## config.mk

```make
export PLATFORM = sky130hd
export DESIGN_NAME = fetch_pc_sequencer
export DESIGN_NICKNAME = d
export VERILOG_FILES = /design/src/rtl/fetch_pkg.sv /design/src/rtl/fetch_pc_reg.sv /design/src/rtl/fetch_pc_sequencer.sv
export SDC_FILE = /design/constraint.sdc
export NUM_CORES = 1
export LEC_CHECK = 0
export ABC_AREA = 1
export CAP_MARGIN = 20
export CELL_PAD_IN_SITES_DETAIL_PLACEMENT = 0
export CELL_PAD_IN_SITES_GLOBAL_PLACEMENT = 1
export CORE_MARGIN = 1
export CORE_UTILIZATION = 30
export CTS_CLUSTER_DIAMETER = 120
export DETAILED_ROUTE_END_ITERATION = 12
export PLACE_DENSITY_LB_ADDON = 0.1
export SETUP_SLACK_MARGIN = 0.02
export SKIP_CTS_REPAIR_TIMING = 1
export SYNTH_ARGS = -nofsm -noshare
export SYNTH_HDL_FRONTEND = slang
export SYNTH_SLANG_ARGS = --single-unit
```

## constraint.sdc

```tcl
create_clock -name i_clk -period 1.7 [get_ports i_clk]
set_input_delay 0.17 -clock i_clk [delete_from_list [all_inputs] [get_ports i_clk]]
set_output_delay 0.17 -clock i_clk [all_outputs]
set_load 0.02 [all_outputs]
```

## src/rtl/fetch_pkg.sv

```systemverilog
// Fetch-stage shared types: FSM state encoding, PC defaults and the HLT opcode.
// No logic; latency and backpressure are defined by the modules that import it.
package fetch_pkg;

    typedef enum logic [2:0] {
        IDLE,
        REQ,
        WAIT,
        OUT,
        HALT
    } fetch_state_e;

    localparam int unsigned PC_W_DEF     = 16;
    localparam int unsigned INST_W_DEF   = 16;
    localparam logic [15:0] RESET_PC_DEF = 16'h0000;
    localparam logic [15:0] PC_INC_DEF   = 16'd2;
    localparam logic [3:0]  HLT_OPCODE   = 4'hF;

endpackage

```

## src/rtl/fetch_pc_reg.sv

```systemverilog
// Architectural PC register: load beats increment, otherwise hold; one cycle to update.
// No backpressure; the owner decides when to load or increment.
module fetch_pc_reg #(
    parameter int unsigned      PC_W     = 16,
    parameter logic [PC_W-1:0]  RESET_PC = '0,
    parameter logic [PC_W-1:0]  PC_INC   = 2
) (
    input  logic            i_clk,
    input  logic            i_rst,
    input  logic            i_load,
    input  logic [PC_W-1:0] i_load_pc,
    input  logic            i_inc,
    output logic [PC_W-1:0] o_pc
);

    logic [PC_W-1:0] r_pc;

    // Increment wraps modulo 2^PC_W by construction.
    always_ff @(posedge i_clk or negedge i_rst) begin
        if (!i_rst) begin
            r_pc <= RESET_PC;
        end else if (i_load) begin
            r_pc <= i_load_pc;
        end else if (i_inc) begin
            r_pc <= r_pc + PC_INC;
        end
    end

    assign o_pc = r_pc;

endmodule

```

## src/rtl/fetch_pc_sequencer.sv

```systemverilog
// PC sequencer: one IMEM request in flight, one-entry output buffer; inst_valid = IMEM latency + 1.
// Stalls in REQ until imem_req_ready and in OUT until inst_ready; optional HLT stop via FETCH_HALT_EN.
module fetch_pc_sequencer
    import fetch_pkg::*;
#(
    parameter int unsigned      PC_W     = PC_W_DEF,
    parameter int unsigned      INST_W   = INST_W_DEF,
    parameter logic [PC_W-1:0]  RESET_PC = PC_W'(RESET_PC_DEF),
    parameter logic [PC_W-1:0]  PC_INC   = PC_W'(PC_INC_DEF)
) (
    input  logic              i_clk,
    input  logic              i_rst,
    output logic              o_imem_req_valid,
    input  logic              i_imem_req_ready,
    output logic [PC_W-1:0]   o_imem_addr,
    input  logic              i_imem_rsp_valid,
    input  logic [INST_W-1:0] i_imem_rsp_data,
    output logic              o_inst_valid,
    input  logic              i_inst_ready,
    output logic [INST_W-1:0] o_inst_data,
    output logic [PC_W-1:0]   o_inst_pc,
    input  logic              i_redirect_valid,
    input  logic [PC_W-1:0]   i_redirect_pc,
    output logic [PC_W-1:0]   o_pc_current,
    output logic              o_halted
);

    fetch_state_e      r_state;
    fetch_state_e      w_state_nxt;
    logic              r_kill;
    logic              w_kill_nxt;
    logic [INST_W-1:0] r_inst_data;
    logic [PC_W-1:0]   r_inst_pc;
    logic [PC_W-1:0]   w_pc;
    logic [PC_W-1:0]   w_load_pc;
    logic              w_capture;
    logic              w_is_hlt;
    logic              w_hlt_pend;
    logic              w_inc;

    assign w_load_pc = i_redirect_pc & ~PC_W'(1);

    // A killed or redirected response never reaches the buffer and never advances the PC.
    assign w_capture = (r_state == WAIT) && i_imem_rsp_valid && !r_kill && !i_redirect_valid;
    assign w_inc     = w_capture && !w_is_hlt;

`ifdef FETCH_HALT_EN
    logic r_hlt;

    assign w_is_hlt   = (i_imem_rsp_data[INST_W-1 -: 4] == HLT_OPCODE);
    assign w_hlt_pend = r_hlt;
    assign o_halted   = (r_state == HALT);

    always_ff @(posedge i_clk or negedge i_rst) begin
        if (!i_rst) begin
            r_hlt <= 1'b0;
        end else if (w_capture) begin
            r_hlt <= w_is_hlt;
        end
    end
`else
    assign w_is_hlt   = 1'b0;
    assign w_hlt_pend = 1'b0;
    assign o_halted   = 1'b0;
`endif

    fetch_pc_reg #(
        .PC_W     (PC_W),
        .RESET_PC (RESET_PC),
        .PC_INC   (PC_INC)
    ) u_pc_reg (
        .i_clk     (i_clk),
        .i_rst     (i_rst),
        .i_load    (i_redirect_valid),
        .i_load_pc (w_load_pc),
        .i_inc     (w_inc),
        .o_pc      (w_pc)
    );

    always_ff @(posedge i_clk or negedge i_rst) begin
        if (!i_rst) begin
            r_state <= IDLE;
            r_kill  <= 1'b0;
        end else begin
            r_state <= w_state_nxt;
            r_kill  <= w_kill_nxt;
        end
    end

    always_comb begin
        w_state_nxt = r_state;
        w_kill_nxt  = r_kill;
        case (r_state)
            IDLE: w_state_nxt = REQ;
            REQ: begin
                // A redirect coincident with acceptance must discard that request's response.
                if (i_imem_req_ready) begin
                    w_state_nxt = WAIT;
                    w_kill_nxt  = i_redirect_valid;
                end
            end
            WAIT: begin
                if (i_imem_rsp_valid) begin
                    w_kill_nxt  = 1'b0;
                    w_state_nxt = (r_kill || i_redirect_valid) ? REQ : OUT;
                end else if (i_redirect_valid) begin
                    w_kill_nxt = 1'b1;
                end
            end
            OUT: begin
                if (i_redirect_valid) begin
                    w_state_nxt = REQ;
                end else if (i_inst_ready) begin
                    w_state_nxt = w_hlt_pend ? HALT : REQ;
                end
            end
            HALT: begin
                if (i_redirect_valid) begin
                    w_state_nxt = REQ;
                end
            end
            default: w_state_nxt = IDLE;
        endcase
    end

    always_ff @(posedge i_clk or negedge i_rst) begin
        if (!i_rst) begin
            r_inst_data <= '0;
            r_inst_pc   <= '0;
        end else if (w_capture) begin
            r_inst_data <= i_imem_rsp_data;
            r_inst_pc   <= w_pc;
        end
    end

    assign o_imem_req_valid = (r_state == REQ);
    assign o_imem_addr      = w_pc;
    assign o_inst_valid     = (r_state == OUT);
    assign o_inst_data      = r_inst_data;
    assign o_inst_pc        = r_inst_pc;
    assign o_pc_current     = w_pc;

endmodule

```

==> results.cfg, run 1 <==
[finish]
area_growth_pct = 49.67
drive_gt1_share_pct = 8.313
layout.nets = 447
fin_area_um2 = 3661
antenna_cells = 0
utilization_pct = 46.89

[worst_setup_path]
critPathRequiredTime_ns = 1.53
startpoint_type = flip-flop
cp_cell_sequence = clkdlybuf4s50_1
crit_family = buffers and inverters
path_buf_inv = 1
critPathMaxStageDelay_ns = 0.65
end_kind = primary output
cp_slowest_cell = clkdlybuf4s50_1
worst-path-max-fanout = 7
critPathArrivalTime_ns = 1.43
path_class = flip-flop to primary output

[grt]
grt_pass1_vias = 2240
antenna_found_initial = 0
grt_max_degree = 27
gr-usage-all-layers_pct = 16.57
grt_pass1_wl_um = 10950
grt-ovfl-total = 0

[clocking]
root_buffer = clkbuf_8
clock_latency_ns = 0.31
cts_tree = yes
cts_max_level = 2
clock_sinks = 49
clock_path_buffers = 2
cts_inserted_buffers = 5
clk_pin_slew_ns = 0.10

[worst_hold_path]
min-delay-path-class = input port to flip-flop

[run_status]
status = completed

[floorplan]
ios = 105
die_y_um = 92.30
die-area_um2 = 8518
start_util_pct = 31.33
core_area_um2 = 7807
rows = 32
die_w_um = 92.30

[logic_synthesis]
synth-edff-count = 0
yosysTopAreaCell = dfrtp_1
synthFlopType = dfrtp_1
synth.top_cell.area_share_pct = 50.13
syn-cell-area_um2 = 2446
synth_area_per_cell_um2 = 7.790
async_flop_share_pct = 100.0
yosysUniqueCellTypes = 27
yosys_warnings = 0
yosysSeqAreaShare_pct = 50.13
yosys_register_bits = 49
ys_top_cells_by_area = dfrtp_1, nand2_1, buf_4
synth_cells = 314

[pwr]
swShare_pct = 37.29
power_mw = 5.263
p_per_area_nw_per_um2 = 1438
p_switching_mw = 1.963
pwr-share-clk_pct = 19.2
p_int_mw = 3.300
max-vdd-ir-drop_mv = 0.7206
p_comb_share_pct = 45.3
seq_power_share_pct = 35.6
p_leak_nw = 1.788

[route]
drtPass1Iterations = 4
wl_per_cell_um = 12.80
wl_um = 6539
vias = 2267
first_iter_violations = 94
drc = 0
ant_nets = 0
vias_per_cell = 4.436

[place]
place_area_um2 = 3495
place_congestion = 0.7840
hpwlAfterDp_um = 4843
portBuffers = 99

[run]
cap_viol_max_count = 0

[sta]
fin_skew_ns = 0.01122
worst_pin_slew_ns = 0.6128
relSlewSlack_pct = 59.14
fmax_ghz = 0.6267
final_hold_viol_count = 0
rsz0062_at_grt = no
period_needed_ns = 1.596
slew_violations = 0
finalSetupViolations = 0
post-route-period-util_pct = 93.86
-- metrics by stage --
step | setup TNS, ns | setup slack, ns | cells | hold slack (ns)
2_1_floorplan | 0 | 0.2446 | 317 | -0.1256
3_3_place_gp | 0 | 0.1212 | 502 | 0.2222
3_5_place_dp | 0 | 0.09625 | 502 | 0.2204
4_1_cts | -0.05718 | -0.05344 | 510 | -0.1280
5_1_grt | 0 | 0.03523 | 511 | 0.3727
6_report | 0 | 0.1043 | 511 | 0.3826
-- cell usage in the layout, fill, tap and decap left out, types with 4 or more instances in the layout --
| master | n |
|---|---|
| buf_4 | 11 |
| clkbuf_8 | 5 |
| clkdlybuf4s50_1 | 92 |
| conb_1 | 4 |
| dfrtp_1 | 46 |
| dlymetal6s2s_1 | 6 |
| inv_1 | 20 |
| nand2_1 | 124 |
| nand3_1 | 19 |
| nand4_1 | 5 |
| nor2_1 | 25 |
| o211ai_1 | 4 |
| o21ai_0 | 16 |
-- final cells by class --
cell class                 instances  area [um2]
tap                              102       127.6
clock inverter                     3       68.82
sequential                        49        1230
inverter                          23       86.33
timing repair buffer             113        1134
multi-input combinational        216       945.9
fill                             813        4146
clock buffer                       5       68.82
-- synthesized netlist by cell type, types with 2 or more instances --
cell type,n
nand2_1,124
dfrtp_1,49
nor2_1,25
buf_4,21
inv_1,20
nand3_1,19
o21ai_0,16
nand4_1,5
clkbuf_1,4
o211ai_1,4
buf_2,3
inv_2,3
nor2_2,3
o21ai_1,3
a21oi_1,2
xor2_1,2
-- final timing paths --
| kind | startpoint | endpoint | slack (ns) | cells past startpoint |
|---|---|---|---|---|
| max | u_pc_reg.o_pc[3] | o_pc_current[3] | 0.10 | 1 |
| min | i_imem_rsp_data[6] | o_inst_data[6] | 0.38 | 3 |
| max reg2reg | u_pc_reg.o_pc[1] | u_pc_reg.o_pc[13] | 0.30 | 6 |
| min reg2reg | o_inst_data[5] | o_inst_data[5] | 0.48 | 2 |
| max in group asynchronous | i_rst | u_pc_reg.o_pc[11] | 0.72 | 3 |
| min in group asynchronous | i_rst | u_pc_reg.o_pc[5] | 0.40 | 2 |
-- cells by family (layout without fill, tap and decap cells) --
| family | Yosys count | after routing | share of synthesized area (%) |
|---|---|---|---|
| xor gates and xnor gates | 2 | 2 | 0.7162 |
| AOI/OAI and AO/OA | 28 | 28 | 6.394 |
| buffers and inverters | 52 | 144 | 11.66 |
| and+or+nand+nor | 181 | 181 | 30.44 |
| DFF | 49 | 49 | 50.13 |
| other | 1 | 4 | 0.1533 |
| adders and majority gates | 1 | 1 | 0.5114 |
-- registers in the layout, summed over array words and instances (netlist names) --
register       count
o_inst_data       16
o_inst_pc         15
u_pc_reg.o_pc     15
r_state            2
r_kill             1
-- power by group through the flow --
stage	Combinational, mW	Clock (mW)	Sequential (mW)
detailed placement	2.42	0	1.89
finish	2.38	1.01	1.87
global placement	2.40	0	1.88
floorplan	0.829	0	2.32
global route	2.60	1.09	1.93
CTS	2.42	1.05	1.88
-- metal layers --
layer | GRT usage, % | up-vias | part of all wire, % | routed length, um
li1 | - | 1149 | - | -
met1 | 21.86 | 1047 | 47 | 3066
met2 | 27.36 | 66 | 47 | 3049
met3 | 4.105 | 5 | 5.5 | 357
met4 | 3.906 | 0 | 0.98 | 64
met5 | 0 | - | 0 | 0
No activity file was read; power rests on OpenSTA's default activity.
==> run 2, diff against run 1 <==
Settings changed: CORE_UTILIZATION 30 to 32.
Clock period 1.7 ns to 1.9 ns, I/O delays scaled along.
==> run 2 against run 1 <==
  * Clock power down 41%
  * Cell count down 1.4%
  * Sequential cell count unchanged
  * Routed wire length down 6.0%
  * Highest routed layer unchanged
  * Register-to-register slack better by 0.07 ns
  * Global-route usage up 0.19 points
  * Clock skew down 0.0076 ns
  * Largest cell class unchanged
  * Worst setup slack better by 0.029 ns
  * Critical path type unchanged
  * First-iteration DRC count down 14%
==> results.cfg, run 2 (synthesis gave the netlist of run 1 again) <==
[run_status]
status = completed

[sta]
post-route-period-util_pct = 92.97
final_hold_viol_count = 0
fmax_ghz = 0.5661
finalSetupViolations = 0
rsz0062_at_grt = no
slew_violations = 0
fin_skew_ns = 0.003625
fin_tns_setup_ns = 0
period_needed_ns = 1.766

[route]
drtPass1Iterations = 4
drc = 0
vias_per_cell = 4.498
wl_um = 6145
ant_nets = 0
first_iter_violations = 81
wl_per_cell_um = 12.19
vias = 2267

[floorplan]
start_util_pct = 33.37
core_area_um2 = 7331
die_y_um = 89.43
ios = 105
die-area_um2 = 7998
rows = 31
die_w_um = 89.43

[worst_setup_path]
critPathArrivalTime_ns = 1.58
startpoint_type = flip-flop
end_kind = primary output
worstReg2RegEnd = u_pc_reg.o_pc[13]
critPathRequiredTime_ns = 1.71
critPathMaxStageDelay_ns = 0.63
reg2regPathDepth = 6
rrSetupSlack_ns = 0.37
path_buf_inv = 2
cp_cell_sequence = inv_1, nor2_2, clkdlybuf4s50_1
worst-path-max-fanout = 4
crit_family = buffers and inverters
cp-startpoint = r_state[0]
path_class = flip-flop to primary output
cp_slowest_cell = clkdlybuf4s50_1
rr_startpoint = u_pc_reg.o_pc[2]

[finish]
antenna_cells = 0
largest_reg_flops = 16
layout.nets = 443
final_common_cell = nand2_1
area_growth_pct = 45.27
num-fill-cells = 735
final_cell_mix = nand2_1, clkdlybuf4s50_1, dfrtp_1
drive_gt1_share_pct = 6.420
fin_area_um2 = 3553

[pwr]
max-vdd-ir-drop_mv = 0.4820
pwr-share-clk_pct = 13.6
p_int_mw = 2.669
p_per_area_nw_per_um2 = 1232
p_comb_share_pct = 48.2
p_leak_nw = 1.678
p_switching_mw = 1.709
swShare_pct = 39.03
seq_power_share_pct = 38.2

[worst_hold_path]
min-delay-path-class = input port to asynchronous set/reset pin

[place]
place_congestion = 0.7448
place_area_um2 = 3461
portBuffers = 99
hpwlAfterDp_um = 4535

[clocking]
cts_max_level = 2
cts_inserted_buffers = 5
root_buffer = clkbuf_8
clock_sinks = 49
cts_tree = yes
clock_path_buffers = 2
clk_pin_slew_ns = 0.08
clock_latency_ns = 0.30

[grt]
gr-usage-all-layers_pct = 16.75
grt_pass1_wl_um = 10160
grt_pass1_vias = 2146
grt-ovfl-total = 0
grt_max_degree = 31
antenna_found_initial = 0

[run]
cap_viol_max_count = 0
-- run 2: cell count changes in the layout (fill, tap and decap cells not counted) --
| cell | change |
|---|---|
| clkbuf_1 | +1 |
| dfrtp_1 | +3 |
| dlymetal6s2s_1 | -6 |
| dfrtp_2 | -3 |
| clkinv_2 | +2 |
| clkdlybuf4s50_1 | +6 |
| bufinv_16 | -2 |
| buf_4 | -4 |
| inv_6 | -1 |
-- run 2: power by group through the flow --
stage,clock (mW),combinational (mW),sequential (mW)
2_1_floorplan,0,0.742,2.08
3_3_place_gp,0,2.11,1.69
3_5_place_dp,0,2.14,1.69
4_1_cts,0.624,2.14,1.68
5_1_grt,0.659,2.32,1.73
6_report,0.594,2.11,1.67
-- run 2: routing by layer --
metal,global-route usage (%),vias to the layer above,share of wire (%)
met2,28.80,76,46
met5,0,-,0
met4,3.896,0,0.78
met3,4.340,6,5.8
met1,21.15,1044,47
li1,-,1141,-
-- run 2: cell type report --
class	count	area [um2]	area share [%]
inverters	23	86.33	2.430
clock buffers	6	72.57	2.042
well taps	99	123.9	3.486
multi-input cells	216	945.9	26.62
flip-flops and latches	49	1226	34.51
repair buffers	109	1089	30.63
clock inverters	2	10.01	0.2817
-- run 2: how the worst max path moves through the flow --
stage / to / slack [ns] / depth (start not counted)
after floorplan: u_pc_reg.o_pc[13] / 0.44 / 6
after global placement: u_pc_reg.o_pc[11] / 0.25 / 7
after detailed placement: u_pc_reg.o_pc[11] / 0.22 / 7
after CTS: o_imem_req_valid / 0.11 / 3
after global routing: o_imem_req_valid / 0.07 / 3
final: o_imem_req_valid / 0.13 / 3
-- run 2: through the flow --
| step | util, % | power [mW] | hold slack, ns | setup WS, ns | cells |
|---|---|---|---|---|---|
| 2_1_floorplan | - | 2.819 | -0.1056 | 0.4446 | 317 |
| 3_3_place_gp | 47.21 | 3.805 | 0.1916 | 0.2486 | 495 |
| 3_5_place_dp | 47.21 | 3.830 | 0.1848 | 0.2160 | 495 |
| 4_1_cts | 48.34 | 4.444 | -0.1462 | 0.1119 | 503 |
| 5_1_grt | 48.47 | 4.706 | 0.3995 | 0.06780 | 504 |
| 6_report | 48.47 | 4.378 | 0.3868 | 0.1335 | 504 |
-- run 2: worst register-to-register path, cell delays in order, from the launching register on --
cell and delay, ns:
dfrtp_1 0.44, ha_1 0.19, nand2_1 0.11, nor2_1 0.22
nand4_1 0.20, o21ai_1 0.18, nand3_1 0.09
